--- config.mk ---
export PLATFORM = sky130hd
export DESIGN_NAME = dcache_refill_ctrl
export DESIGN_NICKNAME = d
export VERILOG_FILES = /design/src/rtl/dcache_pkg.sv /design/src/rtl/dcache_refill_ctrl_refill_timer.sv /design/src/rtl/dcache_refill_ctrl.sv
export SDC_FILE = /design/constraint.sdc
export NUM_CORES = 1
export LEC_CHECK = 0
export CAP_MARGIN = 20
export CORE_ASPECT_RATIO = 0.75
export CORE_UTILIZATION = 39
export DETAILED_ROUTE_END_ITERATION = 10
export GPL_TIMING_DRIVEN = 0
export HOLD_SLACK_MARGIN = 0.1
export PLACE_DENSITY = 0.83
export SYNTH_ARGS = -nofsm -noshare
export SYNTH_HDL_FRONTEND = slang
export SYNTH_HIERARCHICAL = 1
export SYNTH_SLANG_ARGS = --single-unit
--- constraint.sdc ---
create_clock -name clk -period 1.6 [get_ports clk]
set_input_delay 0.16 -clock clk [delete_from_list [all_inputs] [get_ports clk]]
set_output_delay 0.16 -clock clk [all_outputs]
set_load 0.005 [all_outputs]
--- src/rtl/dcache_pkg.sv ---
// Shared definitions for the data cache and its miss-handling controller.
package dcache_pkg;

   localparam int BLOCK_W         = 29;
   localparam int OFFSET_W        = 3;
   localparam int DEF_MEM_TIMEOUT = 64;
   localparam int TIMER_W         = 8;

   localparam logic [1:0] ST_IDLE = 2'd0;
   localparam logic [1:0] ST_REQ  = 2'd1;
   localparam logic [1:0] ST_FILL = 2'd2;
   localparam logic [1:0] ST_ERR  = 2'd3;

   typedef struct packed {
      logic [BLOCK_W-1:0] block;
      logic               write;
      logic [31:0]        wdata;
   } miss_cap_t;

   function automatic logic [31:0] block_to_addr(input logic [BLOCK_W-1:0] block);
      return {block, {OFFSET_W{1'b0}}};
   endfunction

endpackage

--- src/rtl/dcache_refill_ctrl_refill_timer.sv ---
// Watchdog for the memory request phase: counts enabled cycles, holds at the limit.
module refill_timer
   import dcache_pkg::*;
(
   input  logic               clk,
   input  logic               reset,
   input  logic               clear,
   input  logic               enable,
   input  logic [TIMER_W-1:0] limit,
   output logic               expired
);

   logic [TIMER_W-1:0] count_r;

   assign expired = (count_r == limit);

   // Cycle counter, frozen once the limit is reached
   always_ff @(posedge clk) begin
      if (reset) begin
         count_r <= {TIMER_W{1'b0}};
      end else if (clear) begin
         count_r <= {TIMER_W{1'b0}};
      end else if (enable && !expired) begin
         count_r <= count_r + {{(TIMER_W-1){1'b0}}, 1'b1};
      end else begin
         count_r <= count_r;
      end
   end

endmodule

--- src/rtl/dcache_refill_ctrl.sv ---
// Single-outstanding data cache miss controller: stall, one-word memory
// transaction, one-cycle fill back to the cache, miss counter and timeout flag.
module dcache_refill_ctrl
   import dcache_pkg::*;
#(
   parameter int MEM_TIMEOUT = DEF_MEM_TIMEOUT,
   parameter int CNT_W       = 16
) (
   input  logic               clk,
   input  logic               reset,
   input  logic               miss_valid,
   input  logic [31:0]        miss_addr,
   input  logic               miss_write,
   input  logic [31:0]        miss_wdata,
   output logic               stall,
   output logic               fill_valid,
   output logic [BLOCK_W-1:0] fill_block,
   output logic [31:0]        fill_data,
   output logic               mem_req,
   output logic               mem_we,
   output logic [31:0]        mem_addr,
   output logic [31:0]        mem_wdata,
   input  logic [31:0]        mem_rdata,
   input  logic               mem_ack,
   output logic [CNT_W-1:0]   miss_count,
   output logic               timeout_err
);

   // The timer starts at zero in the first REQ cycle, so the limit is one less
   // than the number of REQ cycles allowed.
   localparam logic [TIMER_W-1:0] TIMER_LIMIT = TIMER_W'(MEM_TIMEOUT - 1);

   logic [1:0]         state_r;
   logic [1:0]         state_n_s;
   logic               accept_s;
   logic               ack_s;
   logic               timeout_s;
   logic               expired_s;
   miss_cap_t          cap_r;
   logic               mem_req_r;
   logic               fill_valid_r;
   logic [BLOCK_W-1:0] fill_block_r;
   logic [31:0]        fill_data_r;
   logic [CNT_W-1:0]   miss_count_r;
   logic               timeout_err_r;
   logic               unused_s;

   assign unused_s = &{1'b0, miss_addr[OFFSET_W-1:0]};

   refill_timer u_timer (
      .clk     (clk),
      .reset   (reset),
      .clear   (state_r != ST_REQ),
      .enable  (state_r == ST_REQ),
      .limit   (TIMER_LIMIT),
      .expired (expired_s)
   );

   // Next-state decode; ack in the expiry cycle takes priority over timeout
   always_comb begin
      state_n_s = state_r;
      accept_s  = 1'b0;
      ack_s     = 1'b0;
      timeout_s = 1'b0;
      case (state_r)
         ST_IDLE: begin
            if (miss_valid) begin
               state_n_s = ST_REQ;
               accept_s  = 1'b1;
            end else begin
               state_n_s = ST_IDLE;
            end
         end
         ST_REQ: begin
            if (mem_ack) begin
               state_n_s = ST_FILL;
               ack_s     = 1'b1;
            end else if (expired_s) begin
               state_n_s = ST_ERR;
               timeout_s = 1'b1;
            end else begin
               state_n_s = ST_REQ;
            end
         end
         ST_FILL: state_n_s = ST_IDLE;
         ST_ERR:  state_n_s = ST_ERR;
         default: state_n_s = ST_IDLE;
      endcase
   end

   // State, captured miss and all registered outputs
   always_ff @(posedge clk) begin
      if (reset) begin
         state_r       <= ST_IDLE;
         cap_r         <= '0;
         mem_req_r     <= 1'b0;
         fill_valid_r  <= 1'b0;
         fill_block_r  <= {BLOCK_W{1'b0}};
         fill_data_r   <= 32'h0000_0000;
         miss_count_r  <= {CNT_W{1'b0}};
         timeout_err_r <= 1'b0;
      end else begin
         state_r      <= state_n_s;
         mem_req_r    <= (state_n_s == ST_REQ);
         fill_valid_r <= ack_s;
         if (accept_s) begin
            cap_r.block <= miss_addr[31:OFFSET_W];
            cap_r.write <= miss_write;
            cap_r.wdata <= miss_wdata;
            if (miss_count_r != {CNT_W{1'b1}}) begin
               miss_count_r <= miss_count_r + {{(CNT_W-1){1'b0}}, 1'b1};
            end else begin
               miss_count_r <= miss_count_r;
            end
         end else begin
            cap_r        <= cap_r;
            miss_count_r <= miss_count_r;
         end
         // Write-allocate: a write miss installs its own data
         if (ack_s) begin
            fill_block_r <= cap_r.block;
            fill_data_r  <= cap_r.write ? cap_r.wdata : mem_rdata;
         end else begin
            fill_block_r <= fill_block_r;
            fill_data_r  <= fill_data_r;
         end
         timeout_err_r <= timeout_err_r | timeout_s;
      end
   end

   assign stall       = (state_r != ST_IDLE) | miss_valid;
   assign mem_req     = mem_req_r;
   assign mem_we      = cap_r.write;
   assign mem_addr    = block_to_addr(cap_r.block);
   assign mem_wdata   = cap_r.wdata;
   assign fill_valid  = fill_valid_r;
   assign fill_block  = fill_block_r;
   assign fill_data   = fill_data_r;
   assign miss_count  = miss_count_r;
   assign timeout_err = timeout_err_r;

endmodule

## Word-level counts from Yosys, hierarchy flattened

Index checks and enable logic that the tools add are counted.

| storage, ports and cells | value |
|---|---|
| register bits | 152 |
| input bits | 101 |
| output and inout port bits | 146 |
| word-level logic and storage cells | 40 |

| cells by class | value |
|---|---|
| add/subtract/negate cells | 2 |
| muxes and demuxes | 12 |
| reductions and logical operators | 6 |
| bitwise operators | 2 |
| equality and inequality tests | 7 |

Operators with widths:

| kind | number |
|---|---|
| $mux 32 | 1 |
| $add 16x1->16 const B | 1 |
| $ne 16x16->1 const B | 1 |
| $add 8x1->8 const B | 1 |
| $eq 8x6->1 const B | 1 |
| $mux 1 | 8 |
| $pmux 2 s4 | 1 |
| $eq 2x1->1 const B | 2 |
| $eq 2x2->1 const B | 2 |
| $mux 2 | 2 |
| $logic_not 2->1 | 1 |
| $ne 2x1->1 const B | 1 |
| $or 1x1->1 | 2 |
| $reduce_and 2->1 | 1 |
| $reduce_bool 2->1 | 1 |
| $reduce_or 2->1 | 1 |
| $logic_and 1x1->1 | 1 |
| $logic_not 1->1 | 1 |

## Longest topological paths before layout

Gate-level depths: netlist of the first run.

| logic depth | value |
|---|---|
| word-level depth | 5 |
| mapped depth | 6 |
| mapped depth without buffers | 5 |

## By module

Netlist of the first run, hierarchy kept.

Modules (own cells, without submodules):

| module | area an instance (µm²) | times used | sequential area each (µm²) | cells an instance |
|---|---|---|---|---|
| dcache_refill_ctrl | 5521.5 | 1 | 2882.8 | 658 |
| refill_timer | 511.7 | 1 | 160.2 | 58 |

## Worst setup path before layout of the first run

Ideal clock, no wire load.

| timing path | value |
|---|---|
| path kind | register to register |
| start | register miss_count_r[0] (netlist: miss_count[0]) |
| end | register miss_count_r[0] (netlist: miss_count[0]) |
| data arrival time | 1.562 ns |
| cell stages (with the launch flop) | 6 |
| data required time | 1.477 ns |
| period minus slack after synthesis | 1.685 ns |
| setup slack | -0.085 ns |
| buffers on the path | 0 |
| setup time | 0.123 ns |
| cell sequence | dfxtp_1 > ha_1 > nand4_1 > nor3_2 > a21oi_1 > mux2_1 |

| on the way | value |
|---|---|
| longest elaborated chain between the ends | 2 |
| elaborated cells between the ends (all ways) | 3 |
| those cells by class | 1 x add/sub; 1 x eq/ne; 1 x reduce/logical |

RTL lines:

| element | line | text |
|---|---|---|
| start, declared | dcache_refill_ctrl.sv:44 | `logic [CNT_W-1:0] miss_count_r;` |
| start signal, assigned | dcache_refill_ctrl.sv:100 | `miss_count_r <= {CNT_W{1'b0}};` |
| start signal, assigned | dcache_refill_ctrl.sv:111 | `miss_count_r <= miss_count_r + {{(CNT_W-1){1'b0}}, 1'b1};` |
| start signal, assigned | dcache_refill_ctrl.sv:113 | `miss_count_r <= miss_count_r;` |
| branches (longest 2 deep; another with $add 16x1->16) | n/a |  |

Several ways; the timed one is not identified.
A chain may end at the register's enable or synchronous reset.

## Worst setup path after layout of the first run

| timing path | value |
|---|---|
| start | register u_timer.count_r[1] |
| end | register u_timer.count_r[6] |

| on the way | value |
|---|---|
| longest elaborated chain between the ends | 3 |
| elaborated cells between the ends (all ways) | 4 |
| those cells by class | 1 x add/sub; 1 x eq/ne; 2 x reduce/logical |

RTL lines:

| element | line | text |
|---|---|---|
| start, declared | dcache_refill_ctrl_refill_timer.sv:13 | `logic [TIMER_W-1:0] count_r;` |
| start signal, assigned | dcache_refill_ctrl_refill_timer.sv:20 | `count_r <= {TIMER_W{1'b0}};` |
| start signal, assigned | dcache_refill_ctrl_refill_timer.sv:22 | `count_r <= {TIMER_W{1'b0}};` |
| start signal, assigned | dcache_refill_ctrl_refill_timer.sv:24 | `count_r <= count_r + {{(TIMER_W-1){1'b0}}, 1'b1};` |
| branches (longest 3 deep; another with $add 8x1->8) | n/a |  |

Several ways; the timed one is not identified.

==> impl_metrics.ini, run 1 <==
[cells_and_area]
final_area_um2 = 9630
syn_to_final_growth_pct = 59.6
drive_above_1_share = 0.131
layout.nets = 1099
multi_input_area_um2 = 2910
seqCellArea_um2 = 3070
fin_util = 0.651
antenna_cells = 0
fill_cells = 1210

[run]
maxCapViolations = 0

[synth]
synth_top_area_frac = 0.504
synthCells = 716
yosys.cell_types.count = 36
yosys-top-cells-count = nand2_1, dfxtp_1, a21oi_1
synth_edf_count = 0
ys.warnings.count = 6
synth.largest_area_cell = dfxtp_1
async_flop_share = 0
yosysMostFrequentCell = nand2_1
synth_area_leaders = dfxtp_1, nand2_1, a21oi_1
yosysSeqAreaShare = 0.504
synth_top_flop_cell = dfxtp_1
ys_ff_latch = 152
syn-cell-area_um2 = 6030
avgSynthCellArea_um2 = 8.43

[power_and_ir_drop]
p_leak_uw = 0.00348
power.density_nw_per_um2 = 971
finalPower_uw = 9350
max-vdd-ir-drop_uv = 814

[global_route]
grt_pass1_wl_um = 31500
grt_max_degree = 17
grt_overflow = 0
first_global_vias = 5881
antenna_found_initial = 0
grt.total_usage = 0.256

[die]
start_util = 0.408
core_um2 = 14800
die-area_um2 = 16000
row_count = 38
die_h_um = 110
die_w_um = 146
ios = 247

[setup_path]
crit_fanout = 7
arrival_ns = 1.96
start_kind = register
worstSetupPathType = reg -> reg
critPathRequiredTime_ns = 1.93
worstSetupEndpointType = register

[sta]
slew_viol_final = 0
hold_violations = 0
worst_slack_ns = -0.0340
setup_viol_count_final = 3
tns_ns = -0.0522
skew_ns = 0.0128
rsz0062_at_grt = true
fin_crit_ns = 1.63
finalCritPeriodShare = 1.02
fmax_ghz = 0.612
relSlewSlack = 0.644
tightest_slew_ns = 0.534

[clock_tree]
clk-insertion-delay-late_ns = 0.43
cts_tree = done
clkSinkCount = 152
hold_buffers = 0
h-tree-depth = 4
clkTransAtPathRegs_ns = 0.07
cts_buffer_depth = 2
cts_root_buf = clkbuf_16
cts_inserted_buffers = 17

[placed_design]
place_congestion = 0.900
place_area_um2 = 8730
hpwl_um = 14600
place_ws_ns = -0.992
io_buffer_count = 240

[hold_path]
hold_path.class = in -> reg

[status]
failed_checks = negative setup slack
status = finished with violations

[route]
drtIter0Drc = 348
wl_per_cell_um = 17.0
drtPass1Iterations = 5
num_vias = 6250
routed_wl_um = 20500
drc = 0
postRouteAntennaNets = 0
via_per_inst = 5.17
==> power breakdown <==
| group | switching (µW) | internal, µW |
|---|---|---|
| sequential | 135 | 3960 |
| combinational | 602 | 741 |
| clock | 1730 | 2180 |
| total | 2470 | 6880 |
==> worst paths after layout <==
kind	start	endpoint	slack (ns)	depth (start not counted)
max	u_timer/count_r[1]$_SDFFE_PP0P_	u_timer/count_r[6]$_SDFFE_PP0P_	-0.03	6
min	miss_addr[11]	mem_addr[11]$_SDFFE_PP0P_	0.28	3
max reg2reg	u_timer/count_r[1]$_SDFFE_PP0P_	u_timer/count_r[6]$_SDFFE_PP0P_	-0.03	6
min reg2reg	fill_block[6]$_SDFFE_PP0P_	fill_block[6]$_SDFFE_PP0P_	0.46	2
==> critical path: stages, from the launching register on <==
cell and delay [ns]:
dfxtp_1 0.36, xor2_1 0.25, nor4_4 0.08, buf_4 0.17
buf_4 0.14, a211oi_1 0.29, mux2i_1 0.26
==> sequential cells by signal (all words and copies together), names as in the netlist <==
| register | flops |
|---|---|
| fill_data | 32 |
| mem_wdata | 32 |
| fill_block | 29 |
| mem_addr | 29 |
| miss_count | 16 |
| u_timer/count_r | 8 |
| state_r | 2 |
| fill_valid | 1 |
| mem_req | 1 |
| mem_we | 1 |
| timeout_err | 1 |
==> final cells by class <==
cell class	instances	area share
Buffer	49	0.0296
Clock buffer	18	0.0446
Clock inverter	14	0.0142
Inverter	6	0.00234
Multi-Input combinational cell	518	0.303
Sequential cell	152	0.319
Tap cell	200	0.0260
Timing Repair Buffer	252	0.262
==> metrics by stage <==
stage | std cells | hold WS (ns)
floorplan | 725 | 0.296
global placement | 1165 | 0.441
detailed placement | 1165 | 0.446
CTS | 1204 | 0.268
global route | 1209 | 0.274
finish | 1209 | 0.281
==> cells in the final DEF, fill, tap and decap left out, types with 14 or more instances in the layout <==
cell type / count
a211oi_1: 37
mux2i_1: 41
clkbuf_16: 17
nand2_1: 201
clkdlybuf4s50_1: 238
clkbuf_2: 20
nor2_1: 38
dfxtp_1: 137
buf_4: 14
a21oi_1: 102
==> kinds of logic (layout without fill, tap and decap cells) <==
family / Yosys count / after routing / share of synthesized area
and+or+nand+nor: 293 / 293 / 0.214
AOI/OAI and AO/OA: 161 / 161 / 0.154
DFF: 152 / 152 / 0.504
buffers and inverters: 55 / 339 / 0.0394
muxes: 43 / 43 / 0.0718
xor gates and xnor gates: 8 / 8 / 0.0116
adders and majority gates: 2 / 2 / 0.00415
other: 2 / 11 / 0.00124
==> what timing repair did <==
item	in CTS	in global routing
gates cloned	0	0
endpoints found under the setup margin	150	123
pin swaps	8	11
gates resized for setup	52	54
setup buffers	7	5
==> per-layer routing <==
layer | vias to the layer above | track usage | wire length (µm)
met5 | - | 0 | 0
met2 | 274 | 0.421 | 9710
li1 | 2998 | - | -
met1 | 2940 | 0.321 | 8570
met4 | 0 | 0.0925 | 420
met3 | 38 | 0.0751 | 1800
Note: power is estimated with default switching activity, not from simulation.
==> inputs of run 2 (changes only) <==
- SLEW_MARGIN: not set -> 15
==> results of run 2 <==
No change in the layout: final DEF, timing and power equal those of run 1.
